`config.mk`:
```
export PLATFORM = sky130hd
export DESIGN_NAME = clk_div_bank
export DESIGN_NICKNAME = d
export VERILOG_FILES = /design/src/rtl/clk_div_bank.sv
export SDC_FILE = /design/constraint.sdc
export NUM_CORES = 1
export LEC_CHECK = 0
export ABC_CLOCK_PERIOD_IN_PS = 9900
export CAP_MARGIN = 15
export CORE_ASPECT_RATIO = 1.75
export CORE_MARGIN = 2
export CORE_UTILIZATION = 60
export DETAILED_ROUTE_END_ITERATION = 7
export GPL_TIMING_DRIVEN = 0
export PLACE_DENSITY = 0.82
export SYNTH_ARGS = -nofsm -noshare
export SYNTH_HDL_FRONTEND = slang
export SYNTH_SLANG_ARGS = --single-unit
```
`constraint.sdc`:
```
create_clock -name clk -period 9.9 [get_ports clk]
set_input_delay 0.99 -clock clk [delete_from_list [all_inputs] [get_ports clk]]
set_output_delay 0.99 -clock clk [all_outputs]
set_load 0.01 [all_outputs]
```
`src/rtl/clk_div_bank.sv`:
```
// Bank of independent integer clock dividers with per-channel start/stop,
// deferred ratio reloads at period boundaries and a global phase-realign strobe.
module clk_div_bank #(
    parameter int NCH         = 4,
    parameter int DIV_W       = 16,
    parameter int DEFAULT_DIV = 4
) (
    input  logic                 clk,
    input  logic                 rst,
    input  logic [NCH-1:0]       en,
    input  logic [NCH*DIV_W-1:0] div_val,
    input  logic                 load,
    input  logic                 sync,
    output logic [NCH-1:0]       clk_out,
    output logic [NCH-1:0]       tick,
    output logic [NCH-1:0]       running
);

    typedef enum logic [1:0] {
        ST_IDLE     = 2'd0,
        ST_RUN      = 2'd1,
        ST_STOPPING = 2'd2
    } state_t;

    localparam logic [DIV_W-1:0] DEF_RAW   = DIV_W'(DEFAULT_DIV);
    localparam logic [DIV_W-1:0] RESET_DIV = (DEF_RAW < DIV_W'(2)) ? DIV_W'(2) : DEF_RAW;

    // Ratios below 2 cannot form a high and a low phase, so they become 2.
    function automatic logic [DIV_W-1:0] clamp_ratio(input logic [DIV_W-1:0] v);
        if (v < DIV_W'(2)) begin
            return DIV_W'(2);
        end else begin
            return v;
        end
    endfunction

    for (genvar g = 0; g < NCH; g++) begin : g_ch
        state_t           r_state;
        state_t           w_state_nxt;
        logic [DIV_W-1:0] r_n;
        logic [DIV_W-1:0] r_p;
        logic [DIV_W-1:0] r_cnt;
        logic             r_pend;
        logic             r_clk;
        logic             r_tick;
        logic             r_run;
        logic [DIV_W-1:0] w_p_eff;
        logic [DIV_W-1:0] w_n_eff;
        logic [DIV_W-1:0] w_cnt_nxt;
        logic             w_pend_eff;
        logic             w_idle;
        logic             w_boundary;
        logic             w_apply;

        // Next-state, effective ratio and next count for this channel.
        always_comb begin
            w_idle     = (r_state == ST_IDLE);
            w_p_eff    = load ? clamp_ratio(div_val[g*DIV_W +: DIV_W]) : r_p;
            w_pend_eff = load | r_pend;
            w_boundary = (r_cnt == (r_n - DIV_W'(1)));
            // Idle channels, sync restarts and period ends are the only points a new ratio may land.
            w_apply    = w_pend_eff & (w_idle | sync | w_boundary);
            w_n_eff    = w_apply ? w_p_eff : r_n;
            if (w_idle || sync || w_boundary) begin
                w_cnt_nxt = DIV_W'(0);
            end else begin
                w_cnt_nxt = r_cnt + DIV_W'(1);
            end
            case (r_state)
                ST_IDLE: begin
                    w_state_nxt = en[g] ? ST_RUN : ST_IDLE;
                end
                ST_RUN, ST_STOPPING: begin
                    if (sync) begin
                        w_state_nxt = en[g] ? ST_RUN : ST_STOPPING;
                    end else if (w_boundary && !en[g]) begin
                        w_state_nxt = ST_IDLE;
                    end else begin
                        w_state_nxt = en[g] ? ST_RUN : ST_STOPPING;
                    end
                end
                default: begin
                    w_state_nxt = ST_IDLE;
                end
            endcase
        end

        // Channel state, ratio registers and registered waveform outputs.
        always_ff @(posedge clk) begin
            if (rst) begin
                r_state <= ST_IDLE;
                r_n     <= RESET_DIV;
                r_p     <= RESET_DIV;
                r_pend  <= 1'b0;
                r_cnt   <= DIV_W'(0);
                r_clk   <= 1'b0;
                r_tick  <= 1'b0;
                r_run   <= 1'b0;
            end else begin
                r_state <= w_state_nxt;
                r_n     <= w_n_eff;
                r_p     <= w_p_eff;
                r_pend  <= w_pend_eff & ~w_apply;
                if (w_state_nxt != ST_IDLE) begin
                    r_cnt  <= w_cnt_nxt;
                    r_clk  <= (w_cnt_nxt < (w_n_eff >> 1));
                    r_tick <= (w_cnt_nxt == DIV_W'(0));
                    r_run  <= 1'b1;
                end else begin
                    r_cnt  <= DIV_W'(0);
                    r_clk  <= 1'b0;
                    r_tick <= 1'b0;
                    r_run  <= 1'b0;
                end
            end
        end

        assign clk_out[g] = r_clk;
        assign tick[g]    = r_tick;
        assign running[g] = r_run;
    end

endmodule

```
==> results.md <==
* Antenna Nets Post-Route at 0
* Total detailed-routing wirelength at between 30,000 and 40,000 µm
* Maxcap violations at 0
* Hold-fix buffer count after cts at 0
* Net count reported at finish at ~1,800
* Synthesized area per cell at around 8.8 µm²
* Worst hold-check slack at 0.485 ns
* GRT overflow at 0
* Biggest fanout along the worst timing path at 10
* Width of the die at 117 µm
* Relative area change from synthesis to final layout at 13.6%
* DR DRC count at 0
* Number of top-level design ports at 84
* Gate Count Post-Synth at about 1,500
* Post-synth EDFFs at 0
* Setup skew after layout at roughly 0.013 ns
* Cells taking the most area after synthesis: sky130_fd_sc_hd__dfxtp_1, sky130_fd_sc_hd__ha_1, sky130_fd_sc_hd__mux2_2, sky130_fd_sc_hd__nor2_1, sky130_fd_sc_hd__xnor2_1
* Router iterations before antenna repair at 5
* Required time worst endpoint at 10.31 ns
* Reported leakage power at 6.01 nW
* First-pass GRT wire length at 57,200 µm
* Post-route core utilization at between 60 and 70%
* Clock latency reported for the late side of the worst-skew pair at approximately 0.53 ns
* Area of the die at 23,600 µm²
* Peak ir drop on the vdd network at roughly 0.12 mV
* Number of gates resized after cts at 0
* Number of I/O port buffers at 82
* Result of the run: finished clean
* Worst endpoint data arrival time at 6.33 ns
* Most frequently used flop master after synthesis: sky130_fd_sc_hd__dfxtp_1
* Hold path cells at 2
* Post-synth design cell area at 13,400 µm²
* Endpoints failing setup at 0
* DR iter-0 viols at slightly below 800
* Number of vias per cell after detailed routing at approximately 6
* Clock net sink count at approximately 220
* Maximum clock frequency at ~170 MHz
* Number of distinct library cells after synthesis at 83
* Transition time of the tightest slew-check pin at roughly 1.1 ns
* Final weighted congestion of routability-driven global placement at between 0.9 and 1
* Final Max Slew Viols at 0
* Top cell type by total area after synthesis: sky130_fd_sc_hd__dfxtp_1
* Share of post-route cells with drive strength above 1 at ~11%
* Clock transition at the register clock pins on the worst setup and hold paths after CTS at about 0.060 ns
* Number of hold violations in the final report at 0
* Post-detailed-placement half-perimeter wirelength at 28,000 µm
* Drt wl/cell at between 15 and 20 µm
* Post-CTS setup buffer count at 0
* Count of H-tree levels built during CTS at 1
* Via count of the first global-routing pass at 11,700
* Pin count of the biggest net entering global routing at 15
* Post-synth ARST share at 0%
* Total routing resource utilization after global routing at 30.4%
* Setup repair after global routing missed its margin: no
* Maximum buffer depth of the clock tree at 3
* Pwr Density at ~140 nW/µm²
* ANT cells at 0
* Die Span Y at 202 µm
* Share of the clock period used by the worst path after layout at around three fifths
* TritonCTS clock tree: yes
* Site Rows at between 70 and 80
* Category of the worst setup path launch point: flip-flop
* Most common cell after layout, fill and taps aside: sky130_fd_sc_hd__dfxtp_1
* R2R Setup Slk at roughly 4.0 ns
* #FFs+latches synth at 216
* Post-layout minimum cycle time at roughly 6 ns
* Buffer cell driving the clock tree root: sky130_fd_sc_hd__clkbuf_16
* Endpoint of the worst hold path: g_ch[0].r_p[1]
* Post-synthesis net count at around 1,700
* Crit path capture type: flip-flop
* Origin of the worst min-delay path: g_ch[0].r_p[1]
* Floorplan core area at between 20,000 and 25,000 µm²
* Total Power at around 2.1 mW
* Yosys synthesis warning count at 0
* Setup tns final at 0 ns
* Worst min-delay path class: reg -> reg
* Reg2Reg Depth at 22
* Share of the synthesized area in the top cell type at about 32%
* Antenna violations before repair at 0
* Endpoint of the most critical register-to-register path: g_ch[2].r_clk
* Start point of the critical path: g_ch[2].r_n[1]
* Total via count in the routed design at 11,700
* Commonest cells after routing, fill and taps aside: sky130_fd_sc_hd__dfxtp_1, sky130_fd_sc_hd__nor2_1, sky130_fd_sc_hd__nor2b_1
* Initial core utilization at about three fifths
* Number of buffers added by the clock tree synthesis step at 21
* Sequential share of the synthesized area at about 32%
* Slew HR at about 29%
* Start of the worst register-to-register path: g_ch[2].r_n[1]
* Worst setup path class: reg -> reg
==> layer usage <==
layer | up-vias | GRT usage, % | part of all wire [%]
met5 | - | 0 | 0
met4 | 0 | 19.3 | 6.7
met3 | 130 | 2.74 | 3.8
met2 | 356 | 54.3 | 51
met1 | 5535 | 33.4 | 38
li1 | 5634 | - | -
==> synth_stat cells, types with 4 or more instances <==
cell type and instances:
sky130_fd_sc_hd__and3_1 13, sky130_fd_sc_hd__a21oi_1 32, sky130_fd_sc_hd__o22ai_1 4, sky130_fd_sc_hd__buf_2 15, sky130_fd_sc_hd__nor4_1 45, sky130_fd_sc_hd__nand2_1 46, sky130_fd_sc_hd__mux2i_1 62, sky130_fd_sc_hd__o211ai_1 8
sky130_fd_sc_hd__mux2_2 77, sky130_fd_sc_hd__mux2_1 9, sky130_fd_sc_hd__dfxtp_1 216, sky130_fd_sc_hd__nor3b_1 5, sky130_fd_sc_hd__or4_1 16, sky130_fd_sc_hd__inv_1 41, sky130_fd_sc_hd__xnor2_1 78, sky130_fd_sc_hd__ha_1 72
sky130_fd_sc_hd__xor2_1 56, sky130_fd_sc_hd__nand4_1 25, sky130_fd_sc_hd__clkbuf_1 65, sky130_fd_sc_hd__nor2_1 191, sky130_fd_sc_hd__or3_1 14, sky130_fd_sc_hd__o31ai_1 7, sky130_fd_sc_hd__o21a_1 6, sky130_fd_sc_hd__and2_1 9
sky130_fd_sc_hd__a31oi_1 14, sky130_fd_sc_hd__or2_2 7, sky130_fd_sc_hd__buf_1 6, sky130_fd_sc_hd__a211oi_1 10, sky130_fd_sc_hd__nand2b_1 13, sky130_fd_sc_hd__nor4b_1 6, sky130_fd_sc_hd__nor4_2 4, sky130_fd_sc_hd__nand3_1 43
sky130_fd_sc_hd__nor2b_1 86, sky130_fd_sc_hd__o21ai_0 30, sky130_fd_sc_hd__a21o_1 29, sky130_fd_sc_hd__buf_4 19, sky130_fd_sc_hd__or3b_2 4, sky130_fd_sc_hd__and4_1 8, sky130_fd_sc_hd__nor3_1 58, sky130_fd_sc_hd__a211o_1 5
==> stage by stage <==
step,std cells,setup WS [ns],area (µm²)
2_1_floorplan,1529,4.88,13400
3_3_place_gp,1907,4.15,14600
3_5_place_dp,1907,4.10,14600
4_1_cts,1941,4.06,15200
5_1_grt,1941,3.63,15200
6_report,1941,3.99,15200
==> where the power goes <==
group          internal, mW  switching, mW
registers             0.909         0.0295
logic                 0.182          0.214
clock network         0.418          0.343
==> state kept, by name (all words and copies together), names as in the netlist <==
signal,count
g_ch.r_clk,4
g_ch.r_run,4
g_ch.r_cnt,64
g_ch.r_state,8
g_ch.r_n,64
g_ch.r_pend,4
g_ch.r_tick,4
g_ch.r_p,64
==> worst max-delay path: stages (launching register included) <==
cell and delay (ns):
sky130_fd_sc_hd__dfxtp_1 0.39, sky130_fd_sc_hd__inv_1 0.09, sky130_fd_sc_hd__ha_1 0.24, sky130_fd_sc_hd__or3b_2 0.45, sky130_fd_sc_hd__buf_2 0.18, sky130_fd_sc_hd__or4_1 0.53
sky130_fd_sc_hd__xnor2_1 0.15, sky130_fd_sc_hd__or4_1 0.55, sky130_fd_sc_hd__nor4_2 0.47, sky130_fd_sc_hd__a211oi_2 0.20, sky130_fd_sc_hd__nor2_1 0.18, sky130_fd_sc_hd__buf_4 0.23
sky130_fd_sc_hd__buf_6 0.20, sky130_fd_sc_hd__mux2i_1 0.25, sky130_fd_sc_hd__ha_1 0.28, sky130_fd_sc_hd__a21o_1 0.16, sky130_fd_sc_hd__a21o_1 0.17, sky130_fd_sc_hd__a21o_1 0.17
sky130_fd_sc_hd__a21o_1 0.17, sky130_fd_sc_hd__a21o_1 0.16, sky130_fd_sc_hd__a21oi_1 0.16, sky130_fd_sc_hd__o21ai_0 0.10, sky130_fd_sc_hd__a211oi_1 0.29
==> final cells by class <==
| type | count | area, µm² |
|---|---|---|
| buffer | 109 | 533 |
| clock buffer | 29 | 596 |
| clock inverter | 5 | 31.3 |
| fill | 1791 | 6770 |
| inverter | 41 | 154 |
| multi-input combinational | 1163 | 8380 |
| sequential | 216 | 4320 |
| tap | 296 | 370 |
| timing repair buffer | 82 | 821 |
==> worst max path at each step <==
stage	end
CTS	g_ch[2].r_clk
floorplan	g_ch[2].r_clk
global placement	g_ch[2].r_clk
detailed placement	g_ch[2].r_clk
global route	g_ch[2].r_clk
finish	g_ch[2].r_clk
==> kinds of logic after synthesis <==
| kind of cell | share of synthesized area, % |
|---|---|
| buffers and inverters | 5.13 |
| adders and majority gates | 6.73 |
| and+or+nand+nor | 24.5 |
| AOI/OAI and AO/OA | 10.6 |
| muxes | 11.9 |
| DFF | 32.3 |
| xor gates and xnor gates | 8.94 |
Note: power is estimated with default switching activity, not from simulation.
